$ cat src/rtl/regfile_pkg.sv
// Shared types, default sizes and index-checking helper for the regfile_sb register file.
package regfile_pkg;

   localparam int unsigned DATA_W_DEF  = 16;
   localparam int unsigned NUM_GPR_DEF = 7;

   typedef logic [DATA_W_DEF-1:0] word_t;

   // Indices at or above n only occur when the GPR count is not a power of two.
   function automatic logic in_range(input int unsigned idx, input int unsigned n);
      return idx < n;
   endfunction

endpackage

$ cat src/rtl/regfile_scoreboard.sv
// Per-GPR busy scoreboard: reserve sets, writeback clears (reserve wins),
// and a sticky error for double-reserve or out-of-range reserve.
module regfile_scoreboard
   import regfile_pkg::*;
#(
   parameter int unsigned NUM_GPR = NUM_GPR_DEF,
   parameter int unsigned AW      = $clog2(NUM_GPR)
) (
   input  logic               clk,
   input  logic               rst_n,
   input  logic               we,
   input  logic [AW-1:0]      waddr,
   input  logic               rsv,
   input  logic [AW-1:0]      rsv_addr,
   output logic [NUM_GPR-1:0] busy,
   output logic               sb_err
);

   logic [NUM_GPR-1:0] r_busy;
   logic               r_sb_err;
   logic [NUM_GPR-1:0] w_set;
   logic [NUM_GPR-1:0] w_clr;
   logic               w_err;

   // NOTE: every signal written here gets a default first, so no path leaves it unassigned and no latch is inferred.
   always_comb begin
      w_set = '0;
      w_clr = '0;
      for (int i = 0; i < int'(NUM_GPR); i++) begin
         w_set[i] = rsv && (rsv_addr == AW'(i));
         w_clr[i] = we  && (waddr    == AW'(i));
      end
      w_err = rsv && (!in_range(32'(rsv_addr), NUM_GPR) || (|(w_set & r_busy & ~w_clr)));
   end

   // NOTE: state registers use non-blocking assignments so every flop samples pre-edge values.
   always_ff @(posedge clk or negedge rst_n) begin
      if (!rst_n) begin
         r_busy   <= '0;
         r_sb_err <= 1'b0;
      end else begin
         r_busy   <= w_set | (r_busy & ~w_clr);
         r_sb_err <= r_sb_err | w_err;
      end
   end

   assign busy   = r_busy;
   assign sb_err = r_sb_err;

endmodule

$ cat src/rtl/regfile_sb.sv
// Parametrised GPR file with IR, two combinational read ports and busy scoreboard.
// Optional same-cycle write forwarding to the read ports: define REGFILE_BYPASS_EN.
module regfile_sb
   import regfile_pkg::*;
#(
   parameter  int unsigned DATA_W  = DATA_W_DEF,
   parameter  int unsigned NUM_GPR = NUM_GPR_DEF,
   localparam int unsigned AW      = $clog2(NUM_GPR)
) (
   input  logic               clk,
   input  logic               rst_n,
   input  logic               we,
   input  logic [AW-1:0]      waddr,
   input  logic [DATA_W-1:0]  wdata,
   input  logic [AW-1:0]      ra_addr,
   output logic [DATA_W-1:0]  ra_data,
   output logic               ra_busy,
   input  logic [AW-1:0]      rb_addr,
   output logic [DATA_W-1:0]  rb_data,
   output logic               rb_busy,
   input  logic               rsv,
   input  logic [AW-1:0]      rsv_addr,
   input  logic               ir_load,
   input  logic [DATA_W-1:0]  ir_data,
   output logic [DATA_W-1:0]  ir,
   output logic [NUM_GPR-1:0] busy,
   output logic               sb_err
);

   logic [DATA_W-1:0]  r_gpr [NUM_GPR];
   logic [DATA_W-1:0]  r_ir;
   logic [NUM_GPR-1:0] w_busy;

   regfile_scoreboard #(
      .NUM_GPR (NUM_GPR),
      .AW      (AW)
   ) u_scoreboard (
      .clk      (clk),
      .rst_n    (rst_n),
      .we       (we),
      .waddr    (waddr),
      .rsv      (rsv),
      .rsv_addr (rsv_addr),
      .busy     (w_busy),
      .sb_err   (sb_err)
   );

   // NOTE: the array is reset because software relies on GPRs reading zero after reset; this keeps it in flops, not RAM.
   always_ff @(posedge clk or negedge rst_n) begin
      if (!rst_n) begin
         for (int i = 0; i < int'(NUM_GPR); i++) r_gpr[i] <= '0;
      end else if (we && in_range(32'(waddr), NUM_GPR)) begin
         r_gpr[waddr] <= wdata;
      end
   end

   always_ff @(posedge clk or negedge rst_n) begin
      if (!rst_n)       r_ir <= '0;
      else if (ir_load) r_ir <= ir_data;
   end

   always_comb begin
      ra_data = '0;
      ra_busy = 1'b0;
      if (in_range(32'(ra_addr), NUM_GPR)) begin
         ra_data = r_gpr[ra_addr];
         ra_busy = w_busy[ra_addr];
`ifdef REGFILE_BYPASS_EN
         if (we && (waddr == ra_addr)) begin
            ra_data = wdata;
            ra_busy = rsv && (rsv_addr == ra_addr);
         end
`endif
      end
   end

   always_comb begin
      rb_data = '0;
      rb_busy = 1'b0;
      if (in_range(32'(rb_addr), NUM_GPR)) begin
         rb_data = r_gpr[rb_addr];
         rb_busy = w_busy[rb_addr];
`ifdef REGFILE_BYPASS_EN
         if (we && (waddr == rb_addr)) begin
            rb_data = wdata;
            rb_busy = rsv && (rsv_addr == rb_addr);
         end
`endif
      end
   end

   assign ir   = r_ir;
   assign busy = w_busy;

endmodule

$ cat config.mk
export PLATFORM = sky130hd
export DESIGN_NAME = regfile_sb
export DESIGN_NICKNAME = d
export VERILOG_FILES = /design/src/rtl/regfile_pkg.sv /design/src/rtl/regfile_scoreboard.sv /design/src/rtl/regfile_sb.sv
export SDC_FILE = /design/constraint.sdc
export NUM_CORES = 1
export LEC_CHECK = 0
export CORE_UTILIZATION = 42
export DETAILED_ROUTE_END_ITERATION = 16
export GPL_TIMING_DRIVEN = 0
export PLACE_DENSITY_LB_ADDON = 0.25
export SLEW_MARGIN = 20
export SYNTH_ARGS = -nofsm -noshare
export SYNTH_HDL_FRONTEND = slang
export SYNTH_SLANG_ARGS = --single-unit
$ cat constraint.sdc
create_clock -name clk -period 2.2 [get_ports clk]
set_input_delay 0.22 -clock clk [delete_from_list [all_inputs] [get_ports clk]]
set_output_delay 0.22 -clock clk [all_outputs]
set_load 0.02 [all_outputs]
Word level (Yosys, flattened, before mapping) --
Index checks and enable logic that the tools add are counted.
Operators by class: multiplexer cells 17, reductions and logical operators 22, $lt $le $gt $ge 10, bitwise operators 9, equality and inequality tests 12
Operators by type and width (count):
- $bwmux W112 | 1
- $mux W16 | 7
- $bmux W16 S3 | 2
- $demux W16 S3 | 1
- $and A7 B7 Y7 | 3
- $eq A3 B3 Y1 const B | 6
- $logic_and A1 B1 Y1 | 17
- $eq A3 B2 Y1 const B | 4
- $ge A4 B4 Y1 const B | 3
- $lt A3 B3 Y1 const B | 4
- $not A3 Y4 | 3
- $lt A3 B4 Y1 const B | 2
- $not A7 Y7 | 1
- $or A7 B7 Y7 | 1
- $reduce_or A7 Y1 | 1
- $bmux W1 S3 | 2
- $eq A3 B1 Y1 const B | 2
- $logic_not A3 Y1 | 2
- $lt A4 B1 Y1 const B | 1
- $mux W1 | 4
- $logic_not A1 Y1 | 1
- $logic_or A1 B1 Y1 | 1
- $or A1 B1 Y1 | 1
Word-level totals: bits of input ports 49, flip-flop bits (word level) 136, logic and storage cells 80

Longest topological paths before layout --
depth after elaboration 8, depth in mapped cells 7, mapped depth without buffers 4

By module --
Synthesis repeated with hierarchy kept, for this count alone.
Second synthesis, totals: cells, all modules 596, area total of the unflattened synthesis 7388.3 sq um
Modules (own cells, without submodules):
- regfile_sb | area each 6889.1 sq um, instances 1, cells an instance 540
- regfile_scoreboard | area each 499.2 sq um, instances 1, cells an instance 56

Worst setup path after synthesis --
Ideal clock, no wire load.
kind input-to-output, from input port ra_addr[0], to output port ra_data[14], setup slack 0.528 ns, stages on the path 4, data arrival time 1.452 ns, cells stage by stage buf_2 -> buf_2 -> mux4_2 -> mux2_2
On the way: cells in the longest elaborated chain, start to end 5, elaborated cells between the ends (all ways) 6
RTL lines:
- start, declared | RTL line regfile_sb.sv:15 | input logic [AW-1:0] ra_addr,
- $not A3 Y4 (implied by the code) | RTL line regfile_sb.sv:66 | ra_data = r_gpr[ra_addr];
- $bmux W16 S3 | RTL line regfile_sb.sv:66
- $mux W16 (implied by the code) (2 in series) | RTL line regfile_sb.sv:66
- $mux W16 (*) | RTL line regfile_sb.sv:65 | if (in_range(32'(ra_addr), NUM_GPR)) begin
- end, declared | RTL line regfile_sb.sv:16 | output logic [DATA_W-1:0] ra_data,
Every way passes the cells marked *; elsewhere a longest branch is shown, timed or not. The select of a mux whose other input is x is not followed.

Worst setup path in the final report --
from register r_gpr[53] (netlist name), to output port ra_data[5]
On the way: cells in the longest elaborated chain, start to end 4
RTL lines:
- start, declared | RTL line regfile_sb.sv:30 | logic [DATA_W-1:0] r_gpr [NUM_GPR];
- start signal, assigned by index | RTL line regfile_sb.sv:53 | r_gpr[waddr] <= wdata;
- $bmux W16 S3 | RTL line regfile_sb.sv:66
- $mux W16 (implied by the code) (2 in series) | RTL line regfile_sb.sv:66
- $mux W16 | RTL line regfile_sb.sv:65
No other way between the ends. The select of a mux whose other input is x is not followed.

==> summary.md <==
| Metric | Value |
|---|---|
| #FFs+latches synth | 136 |
| Yosys warns | 0 |
| # fillers | 1,427 |
| Number of global-route vias before repair | 5,311 |
| Vias per inst | 5.733 |
| RSZ-0062 raised after global routing | no |
| Avg WL per Cell | 21.74 µm |
| Status | finished, final reports clean |
| Final setup viols | 0 |
| Layout Nets | 704 |
| Initial antenna violation count | 0 |
| Ys async rst share | 100.0% |
| Max_cap viols | 0 |
| Post-synth top flop | dfrtp_1 |
| Root buf cell | clkbuf_16 |
| Grt total ovfl | 0 |
| Part of the cycle the worst path needs | 96.73% |
| Final hold violation count | 0 |
| Switch share | a little under 30% |
| Core area | roughly 17,000 µm² |
| Hold WS | 0.2584 ns |
| Die Width | 133.1 µm |
| Final Slew Violations | 0 |
| HP Class | input port to register |
| Synth cell types | 34 |
| Die Area | 17,710 µm² |
| Combinational power share | about a quarter |
| Arr. time, crit path | 1.91 ns |
| Setup crit end kind | output pin |
| Routability Congestion | approximately 0.86 |
| Fin Setup TNS | 0 ns |
| Initial core utilization | 43.20% |
| H-tree depth | 4 |
| Syn_area_per_cell | 13.38 µm² |
| Syn Inst Count | roughly 540 |
| Slew HR | 41.79% |
| Max frequency | around 0.47 GHz |
| TritonRoute pass-1 iters | 4 |
| Setup CP Type | register to output pin |
| GRT Total Usage | 23.06% |
| Core Util, Final | 53.72% |
| Crit path required time | 1.98 ns |
| Clk pin slew, worst setup/hold paths | 0.05 ns |
| Vias | 5,068 |
| Clock skew | 0.006315 ns |
| Flop pwr share | 42.5% |
| CTS tree | built |
| CTS buffer count | 17 |
| Max rail drop VDD | 0.5950 mV |
| Post-Syn Nets | 588 |
| Number of synthesized flops with an enable pin | 0 |
| Sw Pwr | 0.002335 W |
| ANT nets after route | 0 |
| Area Growth Syn to Fin | 24.35% |
| First-pass GRT wire length | 30.25 mm |
| Skew-Pair Late Insertion Delay | 0.42 ns |
| WL final | 19.22 mm |
| Share of total power in the clock network | 30.8% |
| Clock sinks | 136 |
| Layout cell share with drive strength beyond 1 | 38.25% |
| Largest net degree at the start of global routing | between 80 and 90 |
| CP Max Fanout | 3 |
| Power Internal | 0.005705 W |
| Cell Pwr Density | approximately 900 nW/µm² |
| Sequential fraction of the synthesis area | between 40% and 50% |
| Die height | 133.1 µm |
| Mapped Area | 7214 µm² |
| Ant diodes | 0 |
| CTS Buffer Depth | 2 |
| Leading cell types in the layout, fill and taps excluded | mux2_2 (135), dfrtp_1 (135), clkdlybuf4s50_1 (60), nor2_1 (37), a21oi_1 (36) |
| Startpoint types | register |
| Leak | a little under 4 nW |
| IO Count | 107 |
| Row cnt | 47 |
| Worst Tran Pin Value | ~0.87 ns |
| Fin crit period | 2.128 ns |
| # DRC | 0 |
| Total power | 0.008040 W |
| IO Port Bufs | 95 |
| Hpwl dp | ~13 mm |
| Drt first-iter violations | 320 |
-- kinds of logic after synthesis --
family          Yosys count  synth area share, %
compound gates           63                4.527
buf+inv                  46                3.815
flops                   136                47.17
mux                     212                38.28
simple gates             82                6.209
-- worst paths after layout --
kind / start / endpoint / slack [ns] / cells past startpoint
worst max-delay path: r_gpr[53]$_DFFE_PN0P_ / ra_data[5] / 0.07 / 3
worst min-delay path: ir_load / ir[4]$_DFFE_PN0P_ / 0.26 / 2
worst max register to register: u_scoreboard.busy[3]$_DFF_PN0_ / u_scoreboard.sb_err$_DFF_PN0_ / 1.03 / 3
worst min register to register: ir[14]$_DFFE_PN0P_ / ir[14]$_DFFE_PN0P_ / 0.51 / 1
max in group asynchronous: rst_n / r_gpr[99]$_DFFE_PN0P_ / 1.15 / 3
min in group asynchronous: rst_n / r_gpr[105]$_DFFE_PN0P_ / 0.30 / 2
-- power by group through the flow --
stage | registers (W) | logic [W] | clock network, W
after floorplan | 0.00340 | 0.00139 | 0
final | 0.00342 | 0.00214 | 0.00248
after CTS | 0.00341 | 0.00216 | 0.00252
after detailed placement | 0.00345 | 0.00225 | 0
after global routing | 0.00349 | 0.00230 | 0.00264
after global placement | 0.00339 | 0.00218 | 0
-- metrics by stage --
stage / setup WS [ns] / area, µm² / instances
final: 0.07186 / 8971 / 884
after global routing: 0.01488 / 8971 / 884
after CTS: 0.03356 / 8969 / 884
after detailed placement: -0.4505 / 8473 / 855
after global placement: -4.475 / 8441 / 854
after floorplan: 0.5281 / 7214 / 539
-- critical path: stages (launching register included) --
cell and delay (ns):
dfrtp_1 0.39, mux4_2 0.46, mux2_2 0.31, dlygate4sd2_1 0.33
-- state kept, by name, indices dropped and copies added, names as in the netlist --
name                 cells
ir                      16
r_gpr                  112
u_scoreboard.busy        7
u_scoreboard.sb_err      1
-- per-layer routing --
metal  vias up  global-route usage (%)  wire (µm)
met4         0                   8.429        358
met1      2637                   30.24       8153
met3        31                   5.096       1226
met5         -                       0          0
met2       188                   37.49       9483
li1       2212                       -          -
-- synth_stat cells (2+ instances only) --
| library cell | count | area share (%) |
|---|---|---|
| nand4b_2 | 3 | 0.62 |
| mux4_2 | 34 | 11 |
| o21ai_0 | 22 | 1.5 |
| dfrtp_1 | 136 | 47 |
| clkbuf_1 | 8 | 0.42 |
| o22ai_1 | 2 | 0.17 |
| buf_2 | 21 | 1.5 |
| nand4b_1 | 2 | 0.24 |
| nand2_1 | 22 | 1.1 |
| nand2b_1 | 2 | 0.17 |
| buf_1 | 3 | 0.16 |
| mux2_4 | 9 | 1.9 |
| buf_4 | 3 | 0.31 |
| and4bb_2 | 3 | 0.52 |
| or4bb_1 | 2 | 0.31 |
| inv_1 | 4 | 0.21 |
| nor3_1 | 3 | 0.21 |
| nor2_1 | 37 | 1.9 |
| nor2b_1 | 2 | 0.17 |
| mux2i_1 | 34 | 4.7 |
| buf_6 | 5 | 0.78 |
| a21oi_1 | 36 | 2.5 |
| mux2_2 | 135 | 21 |
-- timing repair --
action                                  in CTS  in global routing
setup buffers                                0                  0
resized for setup                           47                  2
endpoints found under the setup margin      34                  1
hold buffers                                 1                  0
endpoints found under the hold margin       54                  0
-- cell type report --
class                      instances  area (µm²)  area share [%]
sequential                       136        3405           37.95
clock buffer                      23       478.0           5.328
multi-input combinational        357        3536           39.41
clock inverter                     5       25.02          0.2789
tap                              220       275.3           3.068
inverter                           4       15.01          0.1674
buffer                            42       285.3           3.180
timing repair buffer              97       952.2           10.61
(Power assumes the default switching activity.)
